### src/rtl/soc_system_fpga_button_pio.sv
`default_nettype none
// ============================================================================
// Module   : soc_system_fpga_button_pio
// Purpose  : Avalon-MM input PIO for push-buttons/switches. Synchronises and
//            debounces raw pins, captures edges and raises a maskable IRQ.
// Revision : 1.0 - initial release
// ============================================================================
module soc_system_fpga_button_pio #(
    parameter int               WIDTH           = 4,
    parameter int               DEBOUNCE_CYCLES = 50000,
    parameter int               EDGE_TYPE       = 0,
    parameter logic [WIDTH-1:0] RESET_MASK      = '0
) (
    input  logic             clk,
    input  logic             reset_n,
    input  logic [2:0]       address,
    input  logic             chipselect,
    input  logic             write_n,
    input  logic [31:0]      writedata,
    input  logic [WIDTH-1:0] in_port,
    output logic [31:0]      readdata,
    output logic             irq
);

    localparam logic [2:0] ADDR_DATA    = 3'd0;
    localparam logic [2:0] ADDR_IRQMASK = 3'd2;
    localparam logic [2:0] ADDR_EDGECAP = 3'd3;
    localparam logic [2:0] ADDR_MASKSET = 3'd4;
    localparam logic [2:0] ADDR_MASKCLR = 3'd5;

    logic [WIDTH-1:0] sync1_q, sync1_d;
    logic [WIDTH-1:0] sync2_q, sync2_d;
    logic [WIDTH-1:0] debounced;
    logic [WIDTH-1:0] prev_q, prev_d;
    logic [WIDTH-1:0] edge_det;
    logic [WIDTH-1:0] edge_capture_q, edge_capture_d;
    logic [WIDTH-1:0] irq_mask_q, irq_mask_d;
    logic [31:0]      readdata_q, readdata_d;
    logic             wr_strobe;
    logic             unused_wdata;

    // Upper writedata bits are architecturally ignored.
    assign unused_wdata = &{1'b0, writedata};

    // Two-flop synchroniser input feeds.
    always_comb begin
        sync1_d = in_port;
        sync2_d = sync1_q;
    end

    // Synchroniser registers.
    always_ff @(posedge clk or negedge reset_n) begin
        if (!reset_n) begin
            sync1_q <= '0;
            sync2_q <= '0;
        end else begin
            sync1_q <= sync1_d;
            sync2_q <= sync2_d;
        end
    end

    for (genvar i = 0; i < WIDTH; i++) begin : g_bit
        if (DEBOUNCE_CYCLES == 0) begin : g_bypass
            logic deb_q, deb_d;

            // Bypass: debounced level is just the synchronised level, one cycle later.
            always_comb deb_d = sync2_q[i];

            // Debounced level register.
            always_ff @(posedge clk or negedge reset_n) begin
                if (!reset_n) deb_q <= 1'b0;
                else          deb_q <= deb_d;
            end

            assign debounced[i] = deb_q;
        end else begin : g_debounce
            localparam int              CNT_W    = $clog2(DEBOUNCE_CYCLES + 1);
            localparam logic [CNT_W-1:0] CNT_LAST = CNT_W'(DEBOUNCE_CYCLES - 1);

            logic [CNT_W-1:0] cnt_q, cnt_d;
            logic             deb_q, deb_d;

            // Count consecutive cycles of disagreement; accept the new level on the last one.
            always_comb begin
                cnt_d = cnt_q;
                deb_d = deb_q;
                if (sync2_q[i] == deb_q) begin
                    cnt_d = '0;
                end else if (cnt_q == CNT_LAST) begin
                    deb_d = sync2_q[i];
                    cnt_d = '0;
                end else begin
                    cnt_d = cnt_q + 1'b1;
                end
            end

            // Debounce counter and accepted level.
            always_ff @(posedge clk or negedge reset_n) begin
                if (!reset_n) begin
                    cnt_q <= '0;
                    deb_q <= 1'b0;
                end else begin
                    cnt_q <= cnt_d;
                    deb_q <= deb_d;
                end
            end

            assign debounced[i] = deb_q;
        end
    end

    assign wr_strobe = chipselect & ~write_n;

    // Edge selection between the debounced level and its one-cycle-old copy.
    always_comb begin
        case (EDGE_TYPE)
            0:       edge_det = debounced & ~prev_q;
            1:       edge_det = ~debounced & prev_q;
            default: edge_det = debounced ^ prev_q;
        endcase
    end

    // Register-file next state; a new edge overrides a simultaneous W1C clear.
    always_comb begin
        prev_d         = debounced;
        irq_mask_d     = irq_mask_q;
        edge_capture_d = edge_capture_q;
        if (wr_strobe) begin
            case (address)
                ADDR_IRQMASK: irq_mask_d     = writedata[WIDTH-1:0];
                ADDR_EDGECAP: edge_capture_d = edge_capture_q & ~writedata[WIDTH-1:0];
                ADDR_MASKSET: irq_mask_d     = irq_mask_q | writedata[WIDTH-1:0];
                ADDR_MASKCLR: irq_mask_d     = irq_mask_q & ~writedata[WIDTH-1:0];
                default: ;
            endcase
        end
        edge_capture_d = edge_capture_d | edge_det;
    end

    // Read mux, sampled every cycle regardless of chipselect.
    always_comb begin
        readdata_d = '0;
        case (address)
            ADDR_DATA:    readdata_d[WIDTH-1:0] = debounced;
            ADDR_IRQMASK: readdata_d[WIDTH-1:0] = irq_mask_q;
            ADDR_EDGECAP: readdata_d[WIDTH-1:0] = edge_capture_q;
            default: ;
        endcase
    end

    // Edge history, capture, mask and read data registers.
    always_ff @(posedge clk or negedge reset_n) begin
        if (!reset_n) begin
            prev_q         <= '0;
            edge_capture_q <= '0;
            irq_mask_q     <= RESET_MASK;
            readdata_q     <= '0;
        end else begin
            prev_q         <= prev_d;
            edge_capture_q <= edge_capture_d;
            irq_mask_q     <= irq_mask_d;
            readdata_q     <= readdata_d;
        end
    end

    assign readdata = readdata_q;
    assign irq      = |(edge_capture_q & irq_mask_q);

endmodule
`default_nettype wire
### config.mk
export PLATFORM = sky130hd
export DESIGN_NAME = soc_system_fpga_button_pio
export DESIGN_NICKNAME = d
export VERILOG_FILES = /design/src/rtl/soc_system_fpga_button_pio.sv
export SDC_FILE = /design/constraint.sdc
export NUM_CORES = 1
export LEC_CHECK = 0
export BUFFER_PORTS_ARGS = -buffer_cell sky130_fd_sc_hd__buf_4
export CORE_ASPECT_RATIO = 1.75
export CORE_UTILIZATION = 35
export CTS_BUF_LIST = sky130_fd_sc_hd__clkbuf_2 sky130_fd_sc_hd__clkbuf_4 sky130_fd_sc_hd__clkbuf_8
export DETAILED_ROUTE_END_ITERATION = 10
export GPL_TIMING_DRIVEN = 0
export MAX_ROUTING_LAYER = met4
export PLACE_DENSITY_LB_ADDON = 0.3
export SETUP_SLACK_MARGIN = 0.5
export SYNTH_ARGS = -nofsm -noshare
export SYNTH_HDL_FRONTEND = slang
export SYNTH_SLANG_ARGS = --single-unit
### constraint.sdc
create_clock -name clk -period 2.8 [get_ports clk]
set_input_delay 0.7 -clock clk [delete_from_list [all_inputs] [get_ports clk]]
set_output_delay 0.7 -clock clk [all_outputs]
set_load 0.005 [all_outputs]
Word-level counts from Yosys, hierarchy flattened --
Cells that the tools add are included.
Storage, ports and cells: output and inout port bits 33, word-level logic and storage cells 64, bits of input ports 43, flip-flop bits (word level) 92
Cells by class: equality and inequality tests 12, add/subtract/negate cells 4, bitwise operators 14, mux-type cells 12, reduce and logical (&&, ||, !) cells 8
Operator list (number):
- 16-bit two-way mux | 8
- 16-bit by 1-bit adder with 16-bit output, second input constant | 4
- 16-bit == test, second input constant | 4
- 4-bit one-hot mux with 3 select lines | 2
- 4-bit AND | 4
- 2-bit AND reduction | 5
- 4-bit two-way mux | 2
- 4-bit inverter | 2
- 4-bit OR | 2
- 3-bit by 2-bit == test with 1-bit output, second input constant | 2
- 3-bit == test, second input constant | 2
- 1-bit inverter | 5
- 1-bit == test | 4
- 4-bit OR reduction | 1
- 3-bit zero test | 1
- 3-bit nonzero test | 1
- 1-bit AND | 1

Logic depth before layout (Yosys ltp) --
Gate-level depths: netlist (run 1).
word-level depth 5, mapped depth 6, gate-level depth less buffers 5

Least setup slack after synthesis (run 1) --
No wires, ideal clock.
path type in2reg, start point input port address[0], end point register irq_mask_q[2], setup slack 0.876 ns, path buffers 1, cell stages on the path 5, data arrival time 1.803 ns, setup time 0.121 ns, data required time 2.679 ns, cell sequence clkbuf_1 -> or3b_1 -> a21oi_1 -> o21ai_0 -> a22o_1
On the way: word-level cells in the longest chain between the ends 3, elaborated cells between the ends (all ways) 6, classes of those cells 3 x eq/ne; 1 x mux; 2 x reduce/logical
RTL lines:
- from (decl) | RTL line 16 | input logic [2:0] address,
- 3-bit by 2-bit == test with 1-bit output or 3-bit == test (tied branches) | RTL line 129 | case (address)
- 3-bit nonzero test (no source line)
- 2-bit AND reduction (no source line)
- to (signal assigned) | RTL line 161 | irq_mask_q <= irq_mask_d;
- to (decl) | RTL line 37 | logic [WIDTH-1:0] irq_mask_q, irq_mask_d;
Several ways; a longest one is shown, not always the timed one. A chain may end at the register's enable or synchronous reset.

Final worst setup path (run 1) --
start point register g_bit[3].g_debounce.cnt_q[0], end point register g_bit[3].g_debounce.cnt_q[11]
On the way: word-level cells in the longest chain between the ends 3, elaborated cells between the ends (all ways) 4, classes of those cells 1 x add/sub; 1 x eq/ne; 2 x mux
RTL lines:
- from (decl) | RTL line 80 | logic [CNT_W-1:0] cnt_q, cnt_d;
- from (signal assigned) | RTL line 103 | cnt_q <= cnt_d;
- 16-bit by 1-bit adder with 16-bit output or 16-bit == test (tied branches) | RTL line 93, 89
- 16-bit two-way mux * | RTL line 89 | end else if (cnt_q == CNT_LAST) begin
- 16-bit two-way mux * | RTL line 87 | if (sync2_q[i] == deb_q) begin
- named net g_bit[3].g_debounce.cnt_d[11] | RTL line 80
Mark *: on every way through the listed nets, which the timed path passes. The rest lies on a longest branch.

==> flow_summary_export.csv, run 1 <==
group,metric,value,unit
outcome,status,"completed",
sta,fmax,518,MHz
setup_path,critPathMaxFanout,10,
synth,ys_dominant_reg_cell,"dfrtp_1",
detailed_routing,route.detailed.drc,0,
power_and_ir_drop,powerDensity,507,nW/µm²
synth,synth_top_area_share,51.9,%
synth,ys_warn_count,0,
sta,fin_ws,0.868,ns
global_route,grt_first_pass_wirelength,13900,µm
setup_path,cp_data_required_time,3.06,ns
detailed_routing,wl_per_cell,12.4,µm
setup_path,ff2ff_path_depth,5,
sta,setup_viol,0,
setup_path,cp-end-kind,"flip-flop",
synth,seq_area_frac_synth,51.9,%
clock_network,cts_resized,0,
sta,fin_setup_tns,0,ns
detailed_routing,vias_per_cell,4.71,
synth,netlist_area,4440,µm²
synth,syn-mean-instance-area,10.4,µm²
setup_path,reg2reg_from,"g_bit[3].g_debounce.cnt_q[0]",
setup_path,critPathBufInv,1,
die,die_h,151,µm
setup_path,r2r_end,"g_bit[3].g_debounce.cnt_q[11]",
global_route,grt.total_usage,14.2,%
global_route,antenna_found_initial,0,
die,ios,76,
setup_path,path_class,"flip-flop to flip-flop",
clock_network,cts_sinks,92,
synth,ys_seq_elements,92,
place,dp.cells,641,
clock_network,h-tree-depth,3,
setup_path,cp-endpoint,"g_bit[3].g_debounce.cnt_q[11]",
die,die-area,13100,µm²
die,start_util,35.7,%
global_route,grt_max_degree,93,
layout,antenna-diode-count,0,
setup_path,worst-path-stages,5,
power_and_ir_drop,seqPwrFrac,53.6,%
power_and_ir_drop,switchingPower,0.613,mW
sta,rsz0062_at_grt,"no",
setup_path,cpLargestDelayFamily,"compound AO/OA/AOI/OAI gates",
setup_path,slowest_delay,0.62,ns
sta,hold_viol,0,
die,fp.coreArea,12400,µm²
synth,synth.distinct_cells,31,
power_and_ir_drop,p_clk_share,39.8,%
sta,max_slew_margin,22.8,%
die,num_rows,54,
synth,netlist_instances,428,
sta,fin_crit_sh,69.0,%
clock_network,cts_tree,"done",
power_and_ir_drop,pwr-share-comb,6.6,%
place,gp_congestion,0.800,
detailed_routing,drt_first_pass_iters,4,
setup_path,worstPathArrival,2.19,ns
place,portBuffers,18,
layout,fin_nets,531,
detailed_routing,vias,3093,
detailed_routing,wirelength,8150,µm
synth,synth_edf_count,0,
place,preCtsSetupSlack,0.639,ns
global_route,grt_pass1_vias,2995,
layout,final.fill_count,1253,
layout,area_growth,15.3,%
clock_network,clock_latency,0.37,ns
setup_path,critPathLaunchType,"flip-flop",
sta,drv_slew,0,
power_and_ir_drop,switching_share,23.7,%
setup_path,reg2reg_setup_slack,0.87,ns
sta,worstMarginPinSlew,1.16,ns
place,hpwlAfterDp,5660,µm
setup_path,startpoint,"g_bit[3].g_debounce.cnt_q[0]",
detailed_routing,ant_nets,0,
worst_hold_path,hp-class,"flip-flop to flip-flop",
detailed_routing,drtIter0Drc,130,
layout,stdcell_area,5110,µm²
clock_network,cts_root_buf,"clkbuf_8",
sta,fin_skew,0.0106,ns
clock_network,clockBufferDepth,2,
clock_network,cts_post_setup_buffers_inserted,0,
synth,ys_top_cells_by_count,"92 x dfrtp_1, 80 x nor2_1, 48 x xnor2_1",
setup_path,crit_slowest_cell,"o41ai_4",
layout,fin_cells,657,
global_route,gr-total-overflow,0,
clock_network,path_clk_slew,0.10,ns
flow_run,max_cap_violations,0,
layout,drive_gt1_share,16.2,%
power_and_ir_drop,p_leak,2.23,nW
place,dpl_cell_area,4880,µm²
clock_network,cts_buffers,9,
setup_path,crit_chain,"ha_1 > nand3_1 > o41ai_4 > buf_6 > nor2_1",
synth,yosysMostFrequentCell,"dfrtp_1",
synth,synth_top_area_cell,"dfrtp_1",
clock_network,postCtsHoldBufs,0,
die,die_w,87.1,µm
synth,yosys-top-cells-area,"dfrtp_1 52%, xnor2_1 9.5%, nor2_1 6.8%, buf_4 4.9%, nor4_1 3.1%",
sta,post-route-min-period,1.93,ns
power_and_ir_drop,worst_ir_drop_vdd,0.000265,V
synth,async_flop_share,100,%
power_and_ir_drop,p_int,1.98,mW
[worst reg2reg max path, stage by stage, from the launching register on]
cell	delay (ns)
dfrtp_1	0.40
ha_1	0.20
nand3_1	0.32
o41ai_4	0.62
buf_6	0.22
nor2_1	0.06
[cell type report]
type	instances	area [µm²]	share of cell area, %
buffer	34	259	5.06
clock buffer	10	138	2.69
clock inverter	6	93.8	1.84
inverter	19	71.3	1.39
multi-input combinational	310	1900	37.2
sequential	92	2300	45.0
tap	168	210	4.11
timing repair buffer	18	135	2.64
[state kept, by name (all words and copies together), names as in the netlist]
| signal | cells |
|---|---|
| sync1_q | 4 |
| irq_mask_q | 4 |
| g_bit.g_debounce.deb_q | 4 |
| g_bit.g_debounce.cnt_q | 64 |
| readdata | 4 |
| sync2_q | 4 |
| edge_capture_q | 4 |
| prev_q | 4 |
[metrics by stage]
stage                     power, mW  util [%]  hold WS [ns]
final                          2.59      41.1         0.356
after CTS                      2.64      41.1         0.360
after global placement         1.58      39.3         0.334
after detailed placement       1.59      39.3         0.337
after global routing           2.71      41.1         0.364
after floorplan                1.52         -         0.331
[logic make-up (layout without fill, tap and decap cells)]
kind of cell    after synthesis  count (layout)  share of synthesized area [%]
compound gates               24              24                           5.39
xor+xnor                     59              59                           11.7
fa+ha+maj                     4               4                           1.13
buf+inv                      53              87                           7.45
flops                        92              92                           51.9
mux                           8               8                           2.03
other cells                   1              28                         0.0845
simple gates                187             187                           20.4
[how the worst min path moves through the flow]
stage | from | end | depth (start not counted)
after floorplan | sync1_q[0] | sync2_q[0] | 0
after global placement | sync1_q[0] | sync2_q[0] | 0
after detailed placement | sync1_q[2] | sync2_q[2] | 0
after CTS | sync1_q[0] | sync2_q[0] | 0
after global routing | sync1_q[2] | sync2_q[2] | 0
final | sync1_q[2] | sync2_q[2] | 0
[routing by layer]
layer | GRT usage [%] | part of all wire, % | routed length (µm)
met1 | 15.9 | 43 | 3510
met4 | 6.97 | 2.2 | 179
met2 | 23.3 | 50 | 4050
met3 | 3.98 | 4.9 | 396
met5 | - | 0 | 0
[power groups by stage]
stage,clock network (mW),registers (mW),logic [mW]
2_1_floorplan,0,1.41,0.108
3_3_place_gp,0,1.41,0.168
3_5_place_dp,0,1.42,0.172
4_1_cts,1.07,1.39,0.173
5_1_grt,1.12,1.39,0.195
6_report,1.03,1.39,0.170
[cells in the final DEF, fill, tap and decap left out]
| cell | netlist | final |
|---|---|---|
| nor4bb_1 | 3 | 3 |
| buf_4 | 29 | 47 |
| clkbuf_8 | 0 | 10 |
| nor2_1 | 80 | 80 |
| a22o_1 | 8 | 8 |
| a22oi_1 | 6 | 6 |
| bufinv_16 | 0 | 2 |
| nand3_1 | 22 | 22 |
| nor3_1 | 12 | 12 |
| nor4_1 | 22 | 22 |
| and2_1 | 1 | 1 |
| buf_6 | 3 | 3 |
| a21oi_1 | 2 | 2 |
| xnor2_1 | 48 | 48 |
| xor2_1 | 11 | 11 |
| dfrtp_1 | 92 | 92 |
| clkinv_4 | 0 | 1 |
| nand2_1 | 20 | 20 |
| or3b_1 | 1 | 1 |
| nand2b_1 | 2 | 2 |
| inv_1 | 19 | 19 |
| mux2_2 | 8 | 8 |
| o41ai_4 | 3 | 3 |
| conb_1 | 1 | 28 |
| or3_1 | 1 | 1 |
| nand3b_1 | 2 | 2 |
| a21boi_2 | 1 | 1 |
| nor4b_1 | 2 | 2 |
| ha_1 | 4 | 4 |
| inv_6 | 0 | 2 |
| and3_1 | 3 | 3 |
| clkbuf_1 | 2 | 2 |
| clkinvlp_4 | 0 | 1 |
| o21ai_0 | 4 | 4 |
| nand4_1 | 15 | 15 |
| or3_4 | 1 | 1 |
Power figures use the tool's default switching activity.
==> run 2, diff against run 1 <==
==> constraint.sdc (replaced) <==
create_clock -name clk -period 1.7 [get_ports clk]
set_input_delay 0.425 -clock clk [delete_from_list [all_inputs] [get_ports clk]]
set_output_delay 0.425 -clock clk [all_outputs]
set_load 0.005 [all_outputs]
==> run 2 against run 1 <==
Compared with the run above:
- the run now ends with negative setup slack left
- count of clock-buffer cells in the layout did not move
- die area stayed put
- register-to-register slack worse by 0.87 ns
- sequential cell count unchanged
- wire length increased by 18%
- worst hold slack lost 0.24 ns
- clock power grew 56%
- sequential share of layout area fell by 7.4 points
- setup slack worse by 0.87 ns
- largest power group unchanged
==> flow_summary_export.csv, run 2 (synthesis gave the netlist of run 1 again) <==
group,metric,value,unit
power_and_ir_drop,p_leak,2.51,nW
outcome,status,"complete, but fails checks",
sta,setup_viol,1,
clock_network,cts_root_buf,"clkbuf_8",
layout,largest_reg_flops,64,
detailed_routing,vias_per_cell,4.74,
clock_network,postCtsHoldBufs,0,
outcome,violations,"negative setup slack",
setup_path,path_class,"flip-flop to flip-flop",
clock_network,cts_buffers,9,
die,num_rows,54,
setup_path,cp-end-kind,"flip-flop",
setup_path,worstPathArrival,1.94,ns
setup_path,r2r_end,"g_bit[0].g_debounce.deb_q",
layout,multi_input_area,2490,µm²
layout,final_cell_mix,"85 x dfrtp_1, 75 x buf_4, 48 x xnor2_1, 30 x nor2_1, 28 x conb_1",
flow_run,max_cap_violations,0,
setup_path,cp-endpoint,"g_bit[0].g_debounce.deb_q",
layout,largest-register,"g_bit.g_debounce.cnt_q",
die,die_h,151,µm
die,die_w,87.1,µm
die,die-area,13100,µm²
sta,max_slew_margin,43.1,%
detailed_routing,drtIter0Drc,172,
sta,holdWs,0.121,ns
layout,final_common_cell,"dfrtp_1",
sta,fin_ws,-0.00223,ns
detailed_routing,wirelength,9590,µm
sta,post-route-min-period,1.70,ns
power_and_ir_drop,worst_ir_drop_vdd,0.000355,V
clock_network,clockBufferDepth,2,
global_route,antenna_found_initial,0,
setup_path,critPathLaunchType,"flip-flop",
sta,worstMarginPinSlew,0.854,ns
global_route,grt_first_pass_wirelength,15200,µm
place,hpwlAfterDp,5620,µm
clock_network,cts_tree,"done",
place,dp.cells,641,
setup_path,reg2reg_setup_slack,-0.002,ns
clock_network,cts_sinks,92,
die,ios,76,
detailed_routing,drt_first_pass_iters,4,
global_route,grt.total_usage,15.5,%
place,gp_congestion,0.785,
setup_path,critPathMaxFanout,2,
die,fp.coreArea,12400,µm²
layout,antenna-diode-count,0,
layout,final.fill_count,1146,
sta,fin_skew,0.0109,ns
sta,fin_crit_sh,100,%
sta,hold_viol,0,
clock_network,clock_latency,0.36,ns
power_and_ir_drop,p_total,4.33,mW
setup_path,reg2reg_from,"g_bit[0].g_debounce.cnt_q[13]",
global_route,gr-total-overflow,0,
layout,register_area,2310,µm²
layout,postLayoutCoreUtil,49.4,%
setup_path,startpoint,"g_bit[0].g_debounce.cnt_q[13]",
detailed_routing,ant_nets,0,
layout,drive_gt1_share,41.7,%
global_route,grt_pass1_vias,3301,
detailed_routing,vias,3322,
clock_network,path_clk_slew,0.09,ns
sta,drv_slew,0,
clock_network,h-tree-depth,3,
layout,fin_cells,701,
setup_path,cp_data_required_time,1.94,ns
detailed_routing,wl_per_cell,13.7,µm
setup_path,ff2ff_path_depth,4,
die,start_util,35.7,%
place,portBuffers,18,
global_route,grt_max_degree,93,
worst_hold_path,hp-class,"primary input to async pin",
sta,rsz0062_at_grt,"yes",
detailed_routing,route.detailed.drc,0,
sta,fmax,587,MHz
layout,fin_nets,575,
layout,area_growth,38.5,%
power_and_ir_drop,powerDensity,705,nW/µm²
## run 2: cell types whose count changed in the layout (fill, tap and decap cells not counted), moves of 5 or more
| cell | previous run | this run |
|---|---|---|
| nand3_1 | 22 | 14 |
| nor4_4 | 0 | 5 |
| nor2_1 | 80 | 30 |
| dfrtp_1 | 92 | 85 |
| nor2_4 | 0 | 24 |
| dfrtp_2 | 0 | 7 |
| nand3_2 | 0 | 5 |
| nor4_2 | 0 | 8 |
| buf_4 | 47 | 75 |
| nor2_2 | 0 | 26 |
| nor4_1 | 22 | 9 |
| buf_6 | 3 | 17 |
## run 2: layout make-up
class | count | area share, %
plain buffers | 34 | 4.97
repair buffers | 62 | 8.70
flip-flops and latches | 92 | 37.6
clock inverters | 6 | 1.45
clock buffers | 10 | 2.14
well taps | 168 | 3.42
inverters | 19 | 1.16
multi-input cells | 310 | 40.5
## run 2: worst min-delay path by stage
stage / end / slack, ns / cells after the start / startpoint
2_1_floorplan: edge_capture_q[0] / 0.13 / 0 / reset_n
3_3_place_gp: sync2_q[1] / 0.33 / 0 / sync1_q[1]
3_5_place_dp: sync2_q[1] / 0.34 / 0 / sync1_q[1]
4_1_cts: sync1_q[3] / 0.14 / 1 / in_port[3]
5_1_grt: sync1_q[3] / 0.14 / 1 / in_port[3]
6_report: g_bit[2].g_debounce.cnt_q[5] / 0.12 / 1 / reset_n
## run 2: through the flow
step,TNS (ns),worst slack (ns),instance area [µm²]
floorplan,0,0.0682,4640
global placement,-2.91,-0.172,4980
detailed placement,-3.22,-0.175,4980
CTS,-0.304,-0.0477,5720
global route,-0.436,-0.0967,6140
finish,-0.00223,-0.00223,6140
## run 2: where the power goes
group          switching, mW  internal [mW]  total [mW]
logic                  0.204          0.216       0.419
registers             0.0529           2.24        2.30
clock network          0.769          0.845        1.61
total                   1.03           3.30        4.33
## run 2: what timing repair did
| action | CTS | global route |
|---|---|---|
| pin swaps | 22 | 21 |
| cloned | 3 | 1 |
| setup endpoints to repair | 77 | 149 |
| setup buffers | 26 | 14 |
| gates resized for setup | 73 | 75 |
## run 2: per-layer routing
layer  track usage (%)  part of all wire (%)  vias up
li1                  -                     -     1597
met3              2.56                   3.7       19
met2              26.1                    54       92
met4              8.61                   2.4        0
met1              17.2                    40     1614
met5                 -                     0        -
## run 2: worst max-delay path, cell delays in order (launching register included)
cell and delay [ns]:
dfrtp_1 0.40, nor4b_2 0.28, nand3b_1 0.19, nor4_2 0.34
mux2_2 0.37
==> run 3, diff against run 2 <==
--- a/config.mk
+++ b/config.mk
@@ -14,6 +14,7 @@
 export MAX_ROUTING_LAYER = met4
 export PLACE_DENSITY_LB_ADDON = 0.3
 export SETUP_SLACK_MARGIN = 0.5
+export SKIP_CTS_REPAIR_TIMING = 1
 export SYNTH_ARGS = -nofsm -noshare
 export SYNTH_HDL_FRONTEND = slang
 export SYNTH_SLANG_ARGS = --single-unit
==> run 3 against run 2 <==
Compared with the run above:
- the run still ends with negative setup slack left
- final area is 5.2% lower
- worst hold slack better by 0.0070 ns
- non-clock buffer count is 11 lower
- global-route usage is 1.7 points lower
- core utilization is 2.6 points lower
==> flow_summary_export.csv, run 3 (synthesis gave the netlist of run 1 again) <==
group,metric,value,unit
place,dpl_cell_area,4980,µm²
setup_path,critPathMaxFanout,3,
clock_network,path_clk_slew,0.09,ns
outcome,violations,"negative setup slack",
place,dp.cells,641,
power_and_ir_drop,p_leak,2.39,nW
detailed_routing,wl_per_cell,12.9,µm
global_route,grt_max_degree,93,
sta,rsz0062_at_grt,"yes",
die,ios,76,
clock_network,clockBufferDepth,2,
layout,largest-register,"g_bit.g_debounce.cnt_q",
worst_hold_path,hp-class,"primary input to async pin",
clock_network,cts_tree,"done",
setup_path,worstPathArrival,1.97,ns
clock_network,cts_sinks,92,
die,die-area,13100,µm²
place,hpwlAfterDp,5620,µm
power_and_ir_drop,switching_share,23.0,%
global_route,grt_first_pass_wirelength,13600,µm
global_route,grt_pass1_vias,2971,
detailed_routing,drt_first_pass_iters,5,
layout,final_cell_mix,"87 x dfrtp_1, 66 x buf_4, 48 x xnor2_1, 46 x nor2_1, 28 x conb_1",
sta,hold_viol,0,
outcome,status,"complete, but fails checks",
power_and_ir_drop,seqPwrFrac,53.6,%
detailed_routing,dr_wl_met2,4780,µm
detailed_routing,drtIter0Drc,146,
place,gp_congestion,0.785,
sta,post-route-min-period,1.74,ns
global_route,grt.total_usage,13.8,%
layout,register_area,2310,µm²
power_and_ir_drop,powerDensity,733,nW/µm²
sta,fin_skew,0.00977,ns
layout,final.fill_count,1191,
clock_network,clock_latency,0.36,ns
detailed_routing,wl_met1,3590,µm
detailed_routing,route.detailed.drc,0,
setup_path,cp_data_required_time,1.94,ns
die,die_w,87.1,µm
setup_path,r2r_end,"g_bit[0].g_debounce.deb_q",
layout,fin_cells,690,
die,num_rows,54,
power_and_ir_drop,p_clk_share,37.4,%
global_route,gr-total-overflow,0,
layout,antenna-diode-count,0,
global_route,antenna_found_initial,0,
place,preCtsSetupSlack,-0.175,ns
clock_network,cts_root_buf,"clkbuf_8",
setup_path,ff2ff_path_depth,4,
power_and_ir_drop,switchingPower,0.983,mW
setup_path,cp-end-kind,"flip-flop",
sta,fmax,576,MHz
layout,largest_reg_flops,64,
sta,fin_ws,-0.0372,ns
power_and_ir_drop,pwr-share-comb,9.0,%
clock_network,cts_buffers,9,
layout,multi_input_area,2270,µm²
layout,fin_nets,564,
setup_path,reg2reg_setup_slack,-0.04,ns
layout,final_common_cell,"dfrtp_1",
sta,max_slew_margin,44.3,%
power_and_ir_drop,p_int,3.29,mW
detailed_routing,wirelength,8900,µm
setup_path,critPathLaunchType,"flip-flop",
detailed_routing,vias,3254,
place,portBuffers,18,
detailed_routing,met3_length,330,µm
flow_run,max_cap_violations,0,
detailed_routing,vias_per_cell,4.72,
die,fp.coreArea,12400,µm²
detailed_routing,ant_nets,0,
power_and_ir_drop,worst_ir_drop_vdd,0.000346,V
layout,drive_gt1_share,34.7,%
layout,stdcell_area,5820,µm²
layout,area_growth,31.3,%
sta,holdWs,0.128,ns
die,die_h,151,µm
sta,worstMarginPinSlew,0.835,ns
sta,fin_crit_sh,102,%
die,start_util,35.7,%
setup_path,reg2reg_from,"g_bit[0].g_debounce.cnt_q[13]",
setup_path,path_class,"flip-flop to flip-flop",
detailed_routing,top_layer_used,"met4",
sta,drv_slew,0,
sta,setup_viol,1,
clock_network,h-tree-depth,3,
==> run 3: cell count changes in the layout (fill, tap and decap cells not counted), moves of 2 or more <==
cell / change
nor2_4: -12
dfrtp_1: +2
dfrtp_2: -2
nand3_2: -2
nor2_2: -4
nor4_1: +4
buf_4: -9
nand3_1: +2
ha_4: -2
xor2_2: -2
xor2_1: +2
nor4_4: -3
nor2_1: +16
==> run 3: power by group through the flow <==
stage / clock network, mW / logic, mW / registers [mW]
floorplan: 0 / 0.193 / 2.32
detailed placement: 0 / 0.301 / 2.33
global placement: 0 / 0.295 / 2.33
finish: 1.59 / 0.384 / 2.29
global route: 1.75 / 0.429 / 2.30
CTS: 1.68 / 0.302 / 2.29
==> run 3: how the worst max path moves through the flow <==
stage / from / end / slack (ns)
2_1_floorplan: g_bit[3].g_debounce.cnt_q[10] / g_bit[3].g_debounce.deb_q / 0.07
6_report: g_bit[0].g_debounce.cnt_q[13] / g_bit[0].g_debounce.deb_q / -0.04
3_5_place_dp: g_bit[3].g_debounce.cnt_q[0] / g_bit[3].g_debounce.cnt_q[14] / -0.17
4_1_cts: g_bit[3].g_debounce.cnt_q[0] / g_bit[3].g_debounce.cnt_q[14] / -0.19
3_3_place_gp: g_bit[3].g_debounce.cnt_q[0] / g_bit[3].g_debounce.cnt_q[11] / -0.17
5_1_grt: g_bit[1].g_debounce.cnt_q[4] / g_bit[1].g_debounce.cnt_q[0] / -0.09
==> run 3: routing by layer <==
| metal | up-vias | track usage [%] |
|---|---|---|
| li1 | 1577 | - |
| met1 | 1583 | 15.1 |
| met2 | 78 | 23.5 |
| met3 | 16 | 2.51 |
| met4 | 0 | 7.46 |
| met5 | - | - |
==> run 3: layout make-up <==
cell class | count | share of cell area (%)
Buffer | 34 | 5.16
Clock buffer | 10 | 2.26
Clock inverter | 6 | 1.53
Inverter | 19 | 1.22
Multi-Input combinational cell | 310 | 38.9
Sequential cell | 92 | 39.6
Tap cell | 168 | 3.61
Timing Repair Buffer | 51 | 7.65
==> run 3: stage by stage <==
| step | setup TNS (ns) | power [mW] | utilization, % |
|---|---|---|---|
| global route | -2.16 | 4.48 | 46.8 |
| floorplan | 0 | 2.52 | - |
| global placement | -2.91 | 2.63 | 40.1 |
| detailed placement | -3.22 | 2.63 | 40.1 |
| finish | -0.0372 | 4.27 | 46.8 |
| CTS | -4.28 | 4.27 | 41.9 |
==> run 3: critical path, stage by stage, from the launching register on <==
cell	delay, ns
dfrtp_1	0.42
nor4b_2	0.30
nand3b_1	0.15
nor4_2	0.37
mux2_2	0.38
